[src/rtl/apb4_master_bridge_pkg.sv]
`default_nettype none
// ============================================================================
// Module      : apb4_master_bridge_pkg
// Description : Shared types and constants for the APB4 master bridge.
// Revision    : 1.0 - initial release
// ============================================================================
package apb4_master_bridge_pkg;

    // Width of the APB4 protection attribute field
    localparam int PROT_W = 3;

    // Bridge FSM encoding
    typedef enum logic [1:0] {
        ST_IDLE   = 2'd0,
        ST_SETUP  = 2'd1,
        ST_ACCESS = 2'd2,
        ST_RESP   = 2'd3
    } state_e;

    // Wait counter width: enough to hold N, never narrower than one bit
    function automatic int tmo_cnt_width(input int n);
        return (n > 0) ? $clog2(n + 1) : 1;
    endfunction

endpackage
`default_nettype wire

[src/rtl/apb4_master_bridge_if.sv]
`default_nettype none
// ============================================================================
// Module      : apb4_master_bridge_if
// Description : Command/response channels plus APB4 bus of the bridge.
//               master = bridge side, slave = requester/peripheral side.
// Revision    : 1.0 - initial release
// ============================================================================
interface apb4_master_bridge_if
    import apb4_master_bridge_pkg::*;
#(
    parameter int ADDR_WIDTH = 32,
    parameter int DATA_WIDTH = 32
);
    localparam int STRB_W = DATA_WIDTH / 8;

    // Command channel
    logic                  cmd_valid_i;
    logic                  cmd_ready_o;
    logic                  cmd_write_i;
    logic [ADDR_WIDTH-1:0] cmd_addr_i;
    logic [DATA_WIDTH-1:0] cmd_wdata_i;
    logic [STRB_W-1:0]     cmd_strb_i;
    logic [PROT_W-1:0]     cmd_prot_i;

    // Response channel
    logic                  rsp_valid_o;
    logic                  rsp_ready_i;
    logic [DATA_WIDTH-1:0] rsp_rdata_o;
    logic                  rsp_err_o;
    logic                  rsp_tmo_o;

    // APB4 bus
    logic [ADDR_WIDTH-1:0] paddr_o;
    logic [PROT_W-1:0]     pprot_o;
    logic                  psel_o;
    logic                  penable_o;
    logic                  pwrite_o;
    logic [DATA_WIDTH-1:0] pwdata_o;
    logic [STRB_W-1:0]     pstrb_o;
    logic [DATA_WIDTH-1:0] prdata_i;
    logic                  pready_i;
    logic                  pslverr_i;

    modport master (
        input  cmd_valid_i, cmd_write_i, cmd_addr_i, cmd_wdata_i, cmd_strb_i, cmd_prot_i,
        output cmd_ready_o,
        output rsp_valid_o, rsp_rdata_o, rsp_err_o, rsp_tmo_o,
        input  rsp_ready_i,
        output paddr_o, pprot_o, psel_o, penable_o, pwrite_o, pwdata_o, pstrb_o,
        input  prdata_i, pready_i, pslverr_i
    );

    modport slave (
        output cmd_valid_i, cmd_write_i, cmd_addr_i, cmd_wdata_i, cmd_strb_i, cmd_prot_i,
        input  cmd_ready_o,
        input  rsp_valid_o, rsp_rdata_o, rsp_err_o, rsp_tmo_o,
        output rsp_ready_i,
        input  paddr_o, pprot_o, psel_o, penable_o, pwrite_o, pwdata_o, pstrb_o,
        output prdata_i, pready_i, pslverr_i
    );

endinterface
`default_nettype wire

[src/rtl/apb4_master_bridge_tmo.sv]
`default_nettype none
// ============================================================================
// Module      : apb4_master_bridge_tmo
// Description : ACCESS wait-state counter with clear, enable and expired flag.
//               expired_o means N-1 waits have already been counted, so a
//               further cycle with pready low is the Nth and must abort.
// Revision    : 1.0 - initial release
// ============================================================================
module apb4_master_bridge_tmo
    import apb4_master_bridge_pkg::*;
#(
    parameter int TIMEOUT_CYCLES = 255
) (
    input  wire  clk_i,
    input  wire  rst_n_i,
    input  wire  clr_i,
    input  wire  en_i,
    output logic expired_o
);

    localparam int CNT_W = tmo_cnt_width(TIMEOUT_CYCLES);

    logic [CNT_W-1:0] cnt_q;
    logic [CNT_W-1:0] cnt_d;

    // Clear has priority over counting
    always_comb begin
        cnt_d = cnt_q;
        if (clr_i) begin
            cnt_d = '0;
        end else if (en_i) begin
            cnt_d = cnt_q + CNT_W'(1);
        end
    end

    // Counter register
    always_ff @(posedge clk_i or negedge rst_n_i) begin
        if (!rst_n_i) begin
            cnt_q <= '0;
        end else begin
            cnt_q <= cnt_d;
        end
    end

    generate
        if (TIMEOUT_CYCLES > 0) begin : g_tmo
            localparam logic [CNT_W-1:0] LAST_WAIT = CNT_W'(TIMEOUT_CYCLES - 1);
            assign expired_o = (cnt_q == LAST_WAIT);
        end else begin : g_no_tmo
            // Timeout disabled: the counter runs freely and is never looked at
            assign expired_o = 1'b0;
        end
    endgenerate

endmodule
`default_nettype wire

[src/rtl/apb4_master_bridge.sv]
`default_nettype none
// ============================================================================
// Module      : apb4_master_bridge
// Description : valid/ready command to single APB4 transfer initiator with
//               wait states, slave error reporting and bus timeout.
// Revision    : 1.0 - initial release
// ============================================================================
module apb4_master_bridge
    import apb4_master_bridge_pkg::*;
#(
    parameter int ADDR_WIDTH     = 32,
    parameter int DATA_WIDTH     = 32,
    parameter int TIMEOUT_CYCLES = 255
) (
    input  wire                  clk_i,
    input  wire                  rst_n_i,
    apb4_master_bridge_if.master bus
);

    localparam int STRB_W = DATA_WIDTH / 8;

    state_e                state_q,     state_d;
    logic                  cmd_ready_q, cmd_ready_d;
    logic                  psel_q,      psel_d;
    logic                  penable_q,   penable_d;
    logic                  pwrite_q,    pwrite_d;
    logic [ADDR_WIDTH-1:0] paddr_q,     paddr_d;
    logic [DATA_WIDTH-1:0] pwdata_q,    pwdata_d;
    logic [STRB_W-1:0]     pstrb_q,     pstrb_d;
    logic [PROT_W-1:0]     pprot_q,     pprot_d;
    logic                  rsp_valid_q, rsp_valid_d;
    logic [DATA_WIDTH-1:0] rsp_rdata_q, rsp_rdata_d;
    logic                  rsp_err_q,   rsp_err_d;
    logic                  rsp_tmo_q,   rsp_tmo_d;

    logic tmo_clr;
    logic tmo_en;
    logic tmo_expired;

    apb4_master_bridge_tmo #(
        .TIMEOUT_CYCLES (TIMEOUT_CYCLES)
    ) u_tmo (
        .clk_i     (clk_i),
        .rst_n_i   (rst_n_i),
        .clr_i     (tmo_clr),
        .en_i      (tmo_en),
        .expired_o (tmo_expired)
    );

    // Next-state and next-output decode; every output is a flop
    always_comb begin
        state_d     = state_q;
        cmd_ready_d = cmd_ready_q;
        psel_d      = psel_q;
        penable_d   = penable_q;
        pwrite_d    = pwrite_q;
        paddr_d     = paddr_q;
        pwdata_d    = pwdata_q;
        pstrb_d     = pstrb_q;
        pprot_d     = pprot_q;
        rsp_valid_d = rsp_valid_q;
        rsp_rdata_d = rsp_rdata_q;
        rsp_err_d   = rsp_err_q;
        rsp_tmo_d   = rsp_tmo_q;
        tmo_clr     = 1'b0;
        tmo_en      = 1'b0;

        case (state_q)
            ST_IDLE: begin
                if (bus.cmd_valid_i && cmd_ready_q) begin
                    // Request fields are frozen here until the next command
                    paddr_d     = bus.cmd_addr_i;
                    pwrite_d    = bus.cmd_write_i;
                    pwdata_d    = bus.cmd_wdata_i;
                    pstrb_d     = bus.cmd_write_i ? bus.cmd_strb_i : '0;
                    pprot_d     = bus.cmd_prot_i;
                    psel_d      = 1'b1;
                    cmd_ready_d = 1'b0;
                    tmo_clr     = 1'b1;
                    state_d     = ST_SETUP;
                end
            end
            ST_SETUP: begin
                penable_d = 1'b1;
                state_d   = ST_ACCESS;
            end
            ST_ACCESS: begin
                if (bus.pready_i) begin
                    // A ready slave wins even in the last allowed cycle
                    rsp_rdata_d = pwrite_q ? '0 : bus.prdata_i;
                    rsp_err_d   = bus.pslverr_i;
                    rsp_tmo_d   = 1'b0;
                    rsp_valid_d = 1'b1;
                    psel_d      = 1'b0;
                    penable_d   = 1'b0;
                    state_d     = ST_RESP;
                end else if (tmo_expired) begin
                    rsp_rdata_d = '0;
                    rsp_err_d   = 1'b1;
                    rsp_tmo_d   = 1'b1;
                    rsp_valid_d = 1'b1;
                    psel_d      = 1'b0;
                    penable_d   = 1'b0;
                    state_d     = ST_RESP;
                end else begin
                    tmo_en = 1'b1;
                end
            end
            ST_RESP: begin
                if (bus.rsp_ready_i) begin
                    rsp_valid_d = 1'b0;
                    cmd_ready_d = 1'b1;
                    state_d     = ST_IDLE;
                end
            end
            default: begin
                state_d = ST_IDLE;
            end
        endcase
    end

    // State and output registers, cleared asynchronously
    always_ff @(posedge clk_i or negedge rst_n_i) begin
        if (!rst_n_i) begin
            state_q     <= ST_IDLE;
            cmd_ready_q <= 1'b1;
            psel_q      <= 1'b0;
            penable_q   <= 1'b0;
            pwrite_q    <= 1'b0;
            paddr_q     <= '0;
            pwdata_q    <= '0;
            pstrb_q     <= '0;
            pprot_q     <= '0;
            rsp_valid_q <= 1'b0;
            rsp_rdata_q <= '0;
            rsp_err_q   <= 1'b0;
            rsp_tmo_q   <= 1'b0;
        end else begin
            state_q     <= state_d;
            cmd_ready_q <= cmd_ready_d;
            psel_q      <= psel_d;
            penable_q   <= penable_d;
            pwrite_q    <= pwrite_d;
            paddr_q     <= paddr_d;
            pwdata_q    <= pwdata_d;
            pstrb_q     <= pstrb_d;
            pprot_q     <= pprot_d;
            rsp_valid_q <= rsp_valid_d;
            rsp_rdata_q <= rsp_rdata_d;
            rsp_err_q   <= rsp_err_d;
            rsp_tmo_q   <= rsp_tmo_d;
        end
    end

    assign bus.cmd_ready_o = cmd_ready_q;
    assign bus.psel_o      = psel_q;
    assign bus.penable_o   = penable_q;
    assign bus.pwrite_o    = pwrite_q;
    assign bus.paddr_o     = paddr_q;
    assign bus.pwdata_o    = pwdata_q;
    assign bus.pstrb_o     = pstrb_q;
    assign bus.pprot_o     = pprot_q;
    assign bus.rsp_valid_o = rsp_valid_q;
    assign bus.rsp_rdata_o = rsp_rdata_q;
    assign bus.rsp_err_o   = rsp_err_q;
    assign bus.rsp_tmo_o   = rsp_tmo_q;

endmodule
`default_nettype wire

[src/flat_wrapper.sv]
// flat-port wrapper written by rule: the top's interface ports become plain ports
module apb4_master_bridge_flat import apb4_master_bridge_pkg::*;
#(
    parameter int ADDR_WIDTH     = 32,
    parameter int DATA_WIDTH     = 32,
    parameter int TIMEOUT_CYCLES = 255
)
  (clk_i, rst_n_i, bus_cmd_valid_i, bus_cmd_write_i, bus_cmd_addr_i, bus_cmd_wdata_i, bus_cmd_strb_i, bus_cmd_prot_i, bus_cmd_ready_o, bus_rsp_valid_o, bus_rsp_rdata_o, bus_rsp_err_o, bus_rsp_tmo_o, bus_rsp_ready_i, bus_paddr_o, bus_pprot_o, bus_psel_o, bus_penable_o, bus_pwrite_o, bus_pwdata_o, bus_pstrb_o, bus_prdata_i, bus_pready_i, bus_pslverr_i);
  apb4_master_bridge_if #(.ADDR_WIDTH(ADDR_WIDTH), .DATA_WIDTH(DATA_WIDTH)) bus_i ();
  input  wire clk_i;
  input  wire rst_n_i;
  input wire logic [$bits(bus_i.cmd_valid_i)-1:0] bus_cmd_valid_i;
  input wire logic [$bits(bus_i.cmd_write_i)-1:0] bus_cmd_write_i;
  input wire logic [$bits(bus_i.cmd_addr_i)-1:0] bus_cmd_addr_i;
  input wire logic [$bits(bus_i.cmd_wdata_i)-1:0] bus_cmd_wdata_i;
  input wire logic [$bits(bus_i.cmd_strb_i)-1:0] bus_cmd_strb_i;
  input wire logic [$bits(bus_i.cmd_prot_i)-1:0] bus_cmd_prot_i;
  output wire logic [$bits(bus_i.cmd_ready_o)-1:0] bus_cmd_ready_o;
  output wire logic [$bits(bus_i.rsp_valid_o)-1:0] bus_rsp_valid_o;
  output wire logic [$bits(bus_i.rsp_rdata_o)-1:0] bus_rsp_rdata_o;
  output wire logic [$bits(bus_i.rsp_err_o)-1:0] bus_rsp_err_o;
  output wire logic [$bits(bus_i.rsp_tmo_o)-1:0] bus_rsp_tmo_o;
  input wire logic [$bits(bus_i.rsp_ready_i)-1:0] bus_rsp_ready_i;
  output wire logic [$bits(bus_i.paddr_o)-1:0] bus_paddr_o;
  output wire logic [$bits(bus_i.pprot_o)-1:0] bus_pprot_o;
  output wire logic [$bits(bus_i.psel_o)-1:0] bus_psel_o;
  output wire logic [$bits(bus_i.penable_o)-1:0] bus_penable_o;
  output wire logic [$bits(bus_i.pwrite_o)-1:0] bus_pwrite_o;
  output wire logic [$bits(bus_i.pwdata_o)-1:0] bus_pwdata_o;
  output wire logic [$bits(bus_i.pstrb_o)-1:0] bus_pstrb_o;
  input wire logic [$bits(bus_i.prdata_i)-1:0] bus_prdata_i;
  input wire logic [$bits(bus_i.pready_i)-1:0] bus_pready_i;
  input wire logic [$bits(bus_i.pslverr_i)-1:0] bus_pslverr_i;
  assign bus_i.cmd_valid_i = bus_cmd_valid_i;
  assign bus_i.cmd_write_i = bus_cmd_write_i;
  assign bus_i.cmd_addr_i = bus_cmd_addr_i;
  assign bus_i.cmd_wdata_i = bus_cmd_wdata_i;
  assign bus_i.cmd_strb_i = bus_cmd_strb_i;
  assign bus_i.cmd_prot_i = bus_cmd_prot_i;
  assign bus_cmd_ready_o = bus_i.cmd_ready_o;
  assign bus_rsp_valid_o = bus_i.rsp_valid_o;
  assign bus_rsp_rdata_o = bus_i.rsp_rdata_o;
  assign bus_rsp_err_o = bus_i.rsp_err_o;
  assign bus_rsp_tmo_o = bus_i.rsp_tmo_o;
  assign bus_i.rsp_ready_i = bus_rsp_ready_i;
  assign bus_paddr_o = bus_i.paddr_o;
  assign bus_pprot_o = bus_i.pprot_o;
  assign bus_psel_o = bus_i.psel_o;
  assign bus_penable_o = bus_i.penable_o;
  assign bus_pwrite_o = bus_i.pwrite_o;
  assign bus_pwdata_o = bus_i.pwdata_o;
  assign bus_pstrb_o = bus_i.pstrb_o;
  assign bus_i.prdata_i = bus_prdata_i;
  assign bus_i.pready_i = bus_pready_i;
  assign bus_i.pslverr_i = bus_pslverr_i;
  apb4_master_bridge #(.ADDR_WIDTH(ADDR_WIDTH), .DATA_WIDTH(DATA_WIDTH), .TIMEOUT_CYCLES(TIMEOUT_CYCLES)) u_core (.clk_i(clk_i), .rst_n_i(rst_n_i), .bus(bus_i));
endmodule
[config.mk]
export PLATFORM = sky130hd
export DESIGN_NAME = apb4_master_bridge_flat
export DESIGN_NICKNAME = d
export VERILOG_FILES = /design/src/rtl/apb4_master_bridge_pkg.sv /design/src/rtl/apb4_master_bridge_if.sv /design/src/rtl/apb4_master_bridge_tmo.sv /design/src/rtl/apb4_master_bridge.sv /design/src/flat_wrapper.sv
export SDC_FILE = /design/constraint.sdc
export NUM_CORES = 1
export LEC_CHECK = 0
export CORE_MARGIN = 2
export CORE_UTILIZATION = 25
export CTS_CLUSTER_SIZE = 28
export DETAILED_ROUTE_END_ITERATION = 7
export SLEW_MARGIN = 20
export SYNTH_ARGS = -nofsm -noshare
export SYNTH_HDL_FRONTEND = slang
export SYNTH_SLANG_ARGS = --single-unit
[constraint.sdc]
create_clock -name clk_i -period 1.49 [get_ports clk_i]
set_input_delay 0.298 -clock clk_i [delete_from_list [all_inputs] [get_ports clk_i]]
set_output_delay 0.298 -clock clk_i [all_outputs]
set_load 0.01 [all_outputs]
# After elaboration in Yosys (flattened, before gate mapping)
# Index checks and enable logic that the tools add are counted.
[op_classes]
mux = 30
n_reduce_logical = 15
eq_ne = 7
addsub = 1
[op_table]
columns = ["cell", "n"]
rows = [
  ["two-way mux 32 bit", 3],
  ["two-way mux 8 bit", 2],
  ["two-way mux 1 bit", 15],
  ["AND reduction 3 bit", 4],
  ["nonzero test 2 bit", 6],
  ["adder 8 x 1 -> 8 bit, second input constant", 1],
  ["== test 8 bit, second input constant", 1],
  ["two-way mux 2 bit", 4],
  ["one-hot mux 1 bit (2 select lines)", 4],
  ["one-hot mux 2 bit (4 select lines)", 1],
  ["AND reduction 2 bit", 3],
  ["== test 2 bit, second input constant", 2],
  ["two-way mux 4 bit", 1],
  ["inequality test 3 x 2 -> 1 bit, second input constant", 1],
  ["== test 2 x 1 -> 1 bit, second input constant", 1],
  ["logical NOT 2 bit", 1],
  ["inequality test 2 x 1 -> 1 bit, second input constant", 1],
  ["inequality test 2 bit, second input constant", 1],
  ["logical AND 1 bit", 1],
]
[totals]
out_inout_bits = 110
reg_bits = 120

# Logic depth before layout (Yosys ltp)
# Gate-level depths: netlist of run 1.
[logic_depth]
word_depth = 6
depth_mapped = 7
mapped_depth_nobuf = 6

# Modules after synthesis
# From an unflattened synthesis of run 1, not the netlist that was laid out.
[hier_totals]
cells_unflattened = 529
hier_area_um2 = 4838.4
[by_module_without_submodules]
columns = ["module", "cells_each", "area_per_inst_um2", "instances"]
rows = [
  ["apb4_master_bridge", 488, 4428.0, 1],
  ["apb4_master_bridge_tmo", 41, 410.4, 1],
]

# Worst setup path after synthesis of run 1
# Ideal clock, no wire load.
[synth_timing]
path_kind = "reg2reg"
from = "register u_core.state_q[0]"
to = "register u_core.u_tmo.cnt_q[5]"
path_buffers = 0
synth_period_minus_slack_ps = 1565
t_arrival_ps = 1487
path_stages_with_launch = 7
required_ps = 1412
path_slack_ps = -75
setup_ps = 78
path_cell_list = "dfrtp_1 > inv_1 > ha_1 > nor2b_2 > o21ai_2 > or4_1 > a21oi_1"
[synth_between]
elab_chain_len = 3
word_cells_on_any_way = 6
cone_classes = "eq/ne: 1; mux: 3; reduce/logical: 2"
[synth_lines]
columns = ["item", "line", "rtl"]
rows = [
  ["from (decl)", "apb4_master_bridge.sv:22", "state_e state_q, state_d;"],
  ["from (signal assigned)", "apb4_master_bridge.sv:139", "state_q <= state_d;"],
  ["== test 2 bit / logical NOT 2 bit (equally long branches)", "apb4_master_bridge.sv:68", "case (state_q)"],
  ["two-way mux 1 bit", "apb4_master_bridge.sv:68", ""],
  ["nonzero test 2 bit (no source line) / two-way mux 8 bit (equally long branches)", "n/a", ""],
  ["to (signal assigned)", "apb4_master_bridge_tmo.sv:41", "cnt_q <= cnt_d;"],
  ["to (decl)", "apb4_master_bridge_tmo.sv:23", "logic [CNT_W-1:0] cnt_q;"],
]
# Parallel ways exist; a longest one is shown, timed or not.
# A chain may end at the register's enable or synchronous reset.

# Worst setup path after layout of run 1
[layout_timing]
from = "register u_core.u_tmo.cnt_q[0]"
to = "register u_core.rsp_rdata_q[3] (netlist: u_core.bus.rsp_rdata_o[3])"
[layout_between]
elab_chain_len = 3
[layout_lines]
columns = ["item", "line", "rtl"]
rows = [
  ["== test 8 bit", "apb4_master_bridge_tmo.sv:48", "assign expired_o = (cnt_q == LAST_WAIT);"],
  ["nonzero test 2 bit (no source line)", "n/a", ""],
  ["AND reduction 2 bit (no source line)", "n/a", ""],
  ["to (signal assigned)", "apb4_master_bridge.sv:149", "rsp_rdata_q <= rsp_rdata_d;"],
  ["to (decl)", "apb4_master_bridge.sv:32", "logic [DATA_WIDTH-1:0] rsp_rdata_q, rsp_rdata_d;"],
]
# No other way between the ends.

==> results of run 1 <==
worst paths after layout:
check,endpoint,depth (start not counted)
max,u_core.bus.rsp_rdata_o[3],7
min,u_core.bus.rsp_rdata_o[14],2
max reg2reg,u_core.bus.rsp_rdata_o[3],7
min reg2reg,u_core.bus.pstrb_o[3],2
max in group asynchronous,u_core.bus.paddr_o[21],3
min in group clk_i,u_core.bus.paddr_o[5],3
per-stage QoR:
step	instance area, um^2	hold WS, ns	setup slack, ns	TNS [ns]
6_report	8660	0.356	-0.0334	-0.488
3_3_place_gp	7770	0.238	-0.215	-6.46
5_1_grt	8660	0.374	-0.107	-3.15
4_1_cts	8380	0.345	-0.0576	-0.159
2_1_floorplan	5010	0.00241	-0.0150	-0.0300
3_5_place_dp	7770	0.235	-0.243	-9.90
cells in the final DEF (no fill, tap or decap), types with 3 or more instances in the layout:
cell,instances
nand2_1,216
dfrtp_1,119
dlygate4sd2_1,109
clkdlybuf4s50_1,108
a21o_1,32
and4b_1,31
buf_4,26
clkbuf_16,22
buf_6,10
buf_12,10
nand3_1,7
a21oi_1,6
inv_1,5
nor2_1,5
a21oi_2,5
bufinv_16,4
ha_4,3
ha_1,3
clkbuf_8,3
clkinv_4,3
inv_6,3
power by group:
| group | internal [mW] | leakage (nW) | switching, mW | total [mW] |
|---|---|---|---|---|
| clock network | 2.96 | 0.314 | 1.57 | 4.53 |
| registers | 4.73 | 1.53 | 0.789 | 5.52 |
| logic | 3.31 | 2.77 | 3.08 | 6.39 |
registers in the layout, summed over array words and instances, names as in the netlist:
signal                  cells
u_core.bus.pwrite_o         1
u_core.bus.penable_o        1
u_core.bus.paddr_o         32
u_core.bus.cmd_ready_o      1
u_core.bus.pstrb_o          4
u_core.bus.psel_o           1
u_core.bus.rsp_err_o        1
u_core.bus.rsp_valid_o      1
u_core.state_q              2
u_core.bus.pprot_o          3
u_core.u_tmo.cnt_q          8
u_core.bus.rsp_rdata_o     32
u_core.bus.pwdata_o        32
u_core.bus.rsp_tmo_o        1
final cells by class:
class / count / area (um^2)
clock buffer: 20 / 467
clock inverter: 12 / 188
fill: 1946 / 10900
inverter: 7 / 26.3
multi-input combinational: 343 / 1960
sequential: 120 / 3000
tap: 265 / 332
timing repair buffer: 270 / 2680
layer usage:
metal / up-vias / global-route usage, % / part of all wire [%]
li1: 2175 / - / -
met1: 2093 / 19.2 / 45
met2: 181 / 21.6 / 44
met3: 16 / 6.65 / 9.6
met4: 0 / 4.26 / 1.2
met5: - / 0 / 0
cells by family after synthesis:
| family | after synthesis | share of synthesized area, % |
|---|---|---|
| flip-flops | 120 | 60.1 |
| buffers and inverters | 37 | 3.38 |
| XOR/XNOR | 3 | 0.526 |
| adder cells (fa/ha/maj) | 6 | 1.50 |
| AND/OR/NAND/NOR | 274 | 25.9 |
| multiplexers | 1 | 0.225 |
| AO/OA/AOI/OAI | 59 | 8.41 |
worst max-delay path, stage by stage, from the launching register on:
cell	delay (ns)
dfrtp_1	0.39
inv_2	0.08
ha_4	0.14
nand3_4	0.10
o21ai_4	0.21
nand2_4	0.13
buf_12	0.18
a21o_1	0.17
timing repair:
| item | CTS | global route |
|---|---|---|
| hold buffers | 1 | 0 |
| setup buffers | 3 | 3 |
| gates resized for setup | 123 | 18 |
| hold endpoints to repair | 20 | 0 |
| pin swaps | 3 | 27 |
| setup endpoints to repair | 158 | 115 |
| gates cloned | 0 | 9 |
==> impl_metrics.json, run 1 <==
{
  "layout.cells.non_filler": 1037,
  "yosysUniqueCellTypes": 37,
  "yosys.area.top_type_share_pct": 59.6,
  "cp-start-kind": "flop",
  "htree_levels": 4,
  "synth_nets": 616,
  "nNetsFinal": 875,
  "path_clk_slew_ns": 0.06,
  "antenna_found_initial": 0,
  "ys_ff_latch": 120,
  "avgRoutedWirePerCell_um": 15.6,
  "r2r-start": "u_core.u_tmo.cnt_q[0]",
  "drc": 0,
  "power.total_mw": 16.4,
  "final_hold_viol_count": 0,
  "gr-total-overflow": 0,
  "required_ns": 1.79,
  "routed_wirelength_mm": 16.1,
  "fin_ws_ns": -0.0334,
  "synth_most_common_cell": "nand2_1",
  "leakage_nw": 4.61,
  "syn_to_final_growth_pct": 73.3,
  "yosysWarningCount": 0,
  "maxCapViolations": 0,
  "syn-mean-instance-area_um2": 10.0,
  "setup-violations-final": 23,
  "layout_min_cycle_time_ns": 1.52,
  "synth_edf_count": 0,
  "status": "finished, violations left",
  "port_buffers": 219,
  "vias": 4465,
  "coreArea_mm2": 0.0195,
  "violations": "negative setup slack",
  "fin_util_pct": 44.4,
  "yosys-top-cells-area": "dfrtp_1 (60%), nand2_1 (16%), and4b_1 (6.2%)",
  "synth_top_area_cell": "dfrtp_1",
  "cts_buffers": 17,
  "regToRegSetupSlack_ns": -0.03,
  "grt_max_degree": 44,
  "dp.cells": 989,
  "fmax_mhz": 656,
  "final_max_slew_viol_count": 0,
  "first_iter_violations": 123,
  "relSlewSlack_pct": 75.9,
  "finClkSkew_ns": 0.00696,
  "clock-sinks": 120,
  "period_share_pct": 102,
  "rsz0062_at_grt": "true",
  "die_y_um": 145,
  "cts_max_path_buffers": 2,
  "min_path_type": "input port to asynchronous set/reset pin",
  "die_w_um": 145,
  "ios": 220,
  "power_density_mw_per_mm2": 1900,
  "synth_async_sr_flop_share_pct": 100,
  "clk_latency_ns": 0.41,
  "grt.total_usage_pct": 14.6,
  "initial_core_util_pct": 25.6,
  "grt_pass1_wl_mm": 24.7,
  "first_global_vias": 4466,
  "layout-drive-gt1-share_pct": 14.4,
  "ys_seq_area_share_pct": 60.1,
  "place_congestion": 0.736,
  "syn_area_mm2": 0.00500,
  "synth_commonest_cells": "nand2_1 (218), dfrtp_1 (119), a21o_1 (32)",
  "antenna_cells": 0,
  "path_class": "flop to flop",
  "root_buffer": "clkbuf_16",
  "cts_tree": "yes",
  "crit_arrival_ns": 1.82,
  "synthCells": 500,
  "tightest_slew_ns": 0.362,
  "worstPathMaxFanout": 13,
  "cp-startpoint": "u_core.u_tmo.cnt_q[0]",
  "critPathCaptureType": "flop",
  "ant_nets": 0,
  "routed_via_density": 4.31,
  "hpwl_mm": 10.4,
  "ys.flop_type": "dfrtp_1",
  "vdd_drop_max_uv": 769,
  "drt_pass1_iterations": 4,
  "dieArea_mm2": 0.0211,
  "rows": 51
}
No activity file was read; power rests on OpenSTA's default activity.
==> run 2: changes to the inputs <==
--- a/config.mk
+++ b/config.mk
@@ -13,3 +13,4 @@
 export SYNTH_ARGS = -nofsm -noshare
 export SYNTH_HDL_FRONTEND = slang
 export SYNTH_SLANG_ARGS = --single-unit
+export TNS_END_PERCENT = 10
==> run 2 against run 1 <==
The run still ends with negative setup slack left. Cell area down 2.0%. Sequential share of layout area up 0.69 points. Non-clock buffer count down 10. Largest power group unchanged.
==> impl_metrics.json, run 2 (same netlist as run 1, synthesis figures left out) <==
{
  "syn_to_final_growth_pct": 69.9,
  "crit_arrival_ns": 1.86,
  "violations": "negative setup slack",
  "layout.cells.non_filler": 1027,
  "cts_tree": "yes",
  "busiest_layer": "met2",
  "critPathMaxStageDelay_ns": 0.38,
  "routed_wirelength_mm": 15.3,
  "initial_core_util_pct": 25.6,
  "clk_latency_ns": 0.41,
  "setup-violations-final": 4,
  "path_buf_inv": 2,
  "final_hold_viol_count": 0,
  "p_int_mw": 10.9,
  "drt_pass1_iterations": 4,
  "worstPathMaxFanout": 5,
  "tightest_slew_ns": 0.359,
  "fmax_mhz": 658,
  "hpwl_mm": 10.4,
  "grt_pass1_wl_mm": 24.5,
  "leakage_nw": 4.53,
  "die_w_um": 145,
  "p_clk_share_pct": 27.8,
  "die_y_um": 145,
  "cts_buffers": 17,
  "setup_tns_ns": -0.111,
  "hold_ws_ns": 0.358,
  "dieArea_mm2": 0.0211,
  "ios": 220,
  "regToRegSetupSlack_ns": -0.03,
  "rows": 51,
  "grt.total_usage_pct": 14.5,
  "use_met2_pct": 21.3,
  "routed_via_density": 4.29,
  "period_share_pct": 102,
  "first_global_vias": 4432,
  "ant_nets": 0,
  "path_class": "flop to flop",
  "r2r-start": "u_core.state_q[0]",
  "layout_min_cycle_time_ns": 1.52,
  "combPwrFrac_pct": 38.1,
  "reg2reg_depth": 7,
  "cts_max_path_buffers": 2,
  "crit_path_cell_trace": "inv_2 > ha_4 > nor2b_4 > o21ai_4 > buf_12 > or3_4 > a21oi_2",
  "final_max_slew_viol_count": 0,
  "vdd_drop_max_uv": 763,
  "layout-drive-gt1-share_pct": 13.8,
  "required_ns": 1.83,
  "grtUsageMet1_pct": 19.2,
  "first_iter_violations": 118,
  "crit_family": "simple AND/OR/NAND/NOR gates",
  "seqPwrFrac_pct": 34.1,
  "coreArea_mm2": 0.0195,
  "avgRoutedWirePerCell_um": 14.9,
  "min_path_type": "input port to asynchronous set/reset pin",
  "power_density_mw_per_mm2": 1910,
  "gr-total-overflow": 0,
  "switching_share_pct": 33.0,
  "root_buffer": "clkbuf_16",
  "relSlewSlack_pct": 76.1,
  "grt_max_degree": 44,
  "antenna_cells": 0,
  "critPathCaptureType": "flop",
  "final_cell_mix": "nand2_1 (210), dfrtp_1 (119), dlygate4sd2_1 (109)",
  "cp-start-kind": "flop",
  "cpMaxStageDelayCell": "dfrtp_1",
  "rsz0062_at_grt": "true",
  "port_buffers": 219,
  "drc": 0,
  "htree_levels": 4,
  "maxCapViolations": 0,
  "antenna_found_initial": 0,
  "clock-sinks": 120,
  "nNetsFinal": 865,
  "layout_commonest_cell": "nand2_1",
  "timing.rr.end": "u_core.u_tmo.cnt_q[3]",
  "dp.cells": 989,
  "fin_ws_ns": -0.0305,
  "status": "finished, violations left",
  "switching_power_mw": 5.35,
  "place_congestion": 0.736,
  "fillers": 1964,
  "vias": 4410,
  "use_met3_pct": 6.65,
  "path_clk_slew_ns": 0.06,
  "finClkSkew_ns": 0.00652
}
==> run 2: changes by cell type in the layout (fill, tap and decap cells not counted), moves of 2 or more <==
cell,change
buf_6,-9
nand2_2,+6
a21oi_2,-2
buf_4,+2
clkbuf_16,-4
a21oi_1,+2
nand2_1,-6
==> run 2: worst reg2reg max path, stage by stage, from the launching register on <==
cell and delay [ns]:
dfrtp_1 0.38, inv_2 0.08, ha_4 0.13, nor2b_4 0.16, o21ai_4 0.10, buf_12 0.14, or3_4 0.36, a21oi_2 0.11
==> run 2: worst max path at each step <==
stage | startpoint | to | cells past startpoint
detailed placement | bus_pready_i | u_core.u_tmo.cnt_q[5] | 5
finish | u_core.state_q[0] | u_core.u_tmo.cnt_q[3] | 7
floorplan | u_core.state_q[0] | u_core.u_tmo.cnt_q[5] | 6
global route | u_core.state_q[0] | u_core.u_tmo.cnt_q[5] | 6
CTS | u_core.state_q[0] | u_core.u_tmo.cnt_q[5] | 6
global placement | bus_pready_i | u_core.u_tmo.cnt_q[5] | 5
==> run 2: what timing repair did <==
item / CTS / global route
resized for setup: 119 / 24
endpoints found under the setup margin: 158 / 105
setup buffers: 0 / 4
gates cloned: 0 / 1
endpoints found under the hold margin: 20 / 0
hold buffers: 1 / 0
pin swaps: 1 / 30
==> run 2: final cells by class <==
class | count | area [um^2] | share of cell area [%]
multi-input combinational | 343 | 1960 | 23.1
sequential | 120 | 3000 | 35.4
clock inverter | 12 | 188 | 2.21
clock buffer | 20 | 467 | 5.49
inverter | 7 | 26.3 | 0.309
timing repair buffer | 260 | 2510 | 29.6
tap | 265 | 332 | 3.90
==> run 2: routing by layer <==
| layer | routed length (um) | share of wire (%) | vias up |
|---|---|---|---|
| met5 | 0 | 0 | - |
| met1 | 7060 | 46 | 2068 |
| met2 | 6550 | 43 | 176 |
| li1 | - | - | 2150 |
| met3 | 1480 | 9.7 | 16 |
| met4 | 184 | 1.2 | 0 |
==> run 2: power groups by stage <==
stage | Clock (mW) | Combinational [mW] | Sequential (mW)
6_report | 4.52 | 6.19 | 5.53
4_1_cts | 4.65 | 6.02 | 5.52
3_5_place_dp | 0 | 6.94 | 5.56
3_3_place_gp | 0 | 6.86 | 5.55
5_1_grt | 4.79 | 6.83 | 5.74
2_1_floorplan | 0 | 2.08 | 6.21
==> run 2: per-stage QoR <==
stage	util (%)	power, mW	instance area [um^2]	setup WS, ns
3_5_place_dp	39.8	12.5	7770	-0.243
5_1_grt	43.5	17.4	8490	-0.0948
2_1_floorplan	-	8.30	5010	-0.0150
4_1_cts	42.6	16.2	8320	-0.0740
3_3_place_gp	39.8	12.4	7770	-0.215
6_report	43.5	16.2	8490	-0.0305
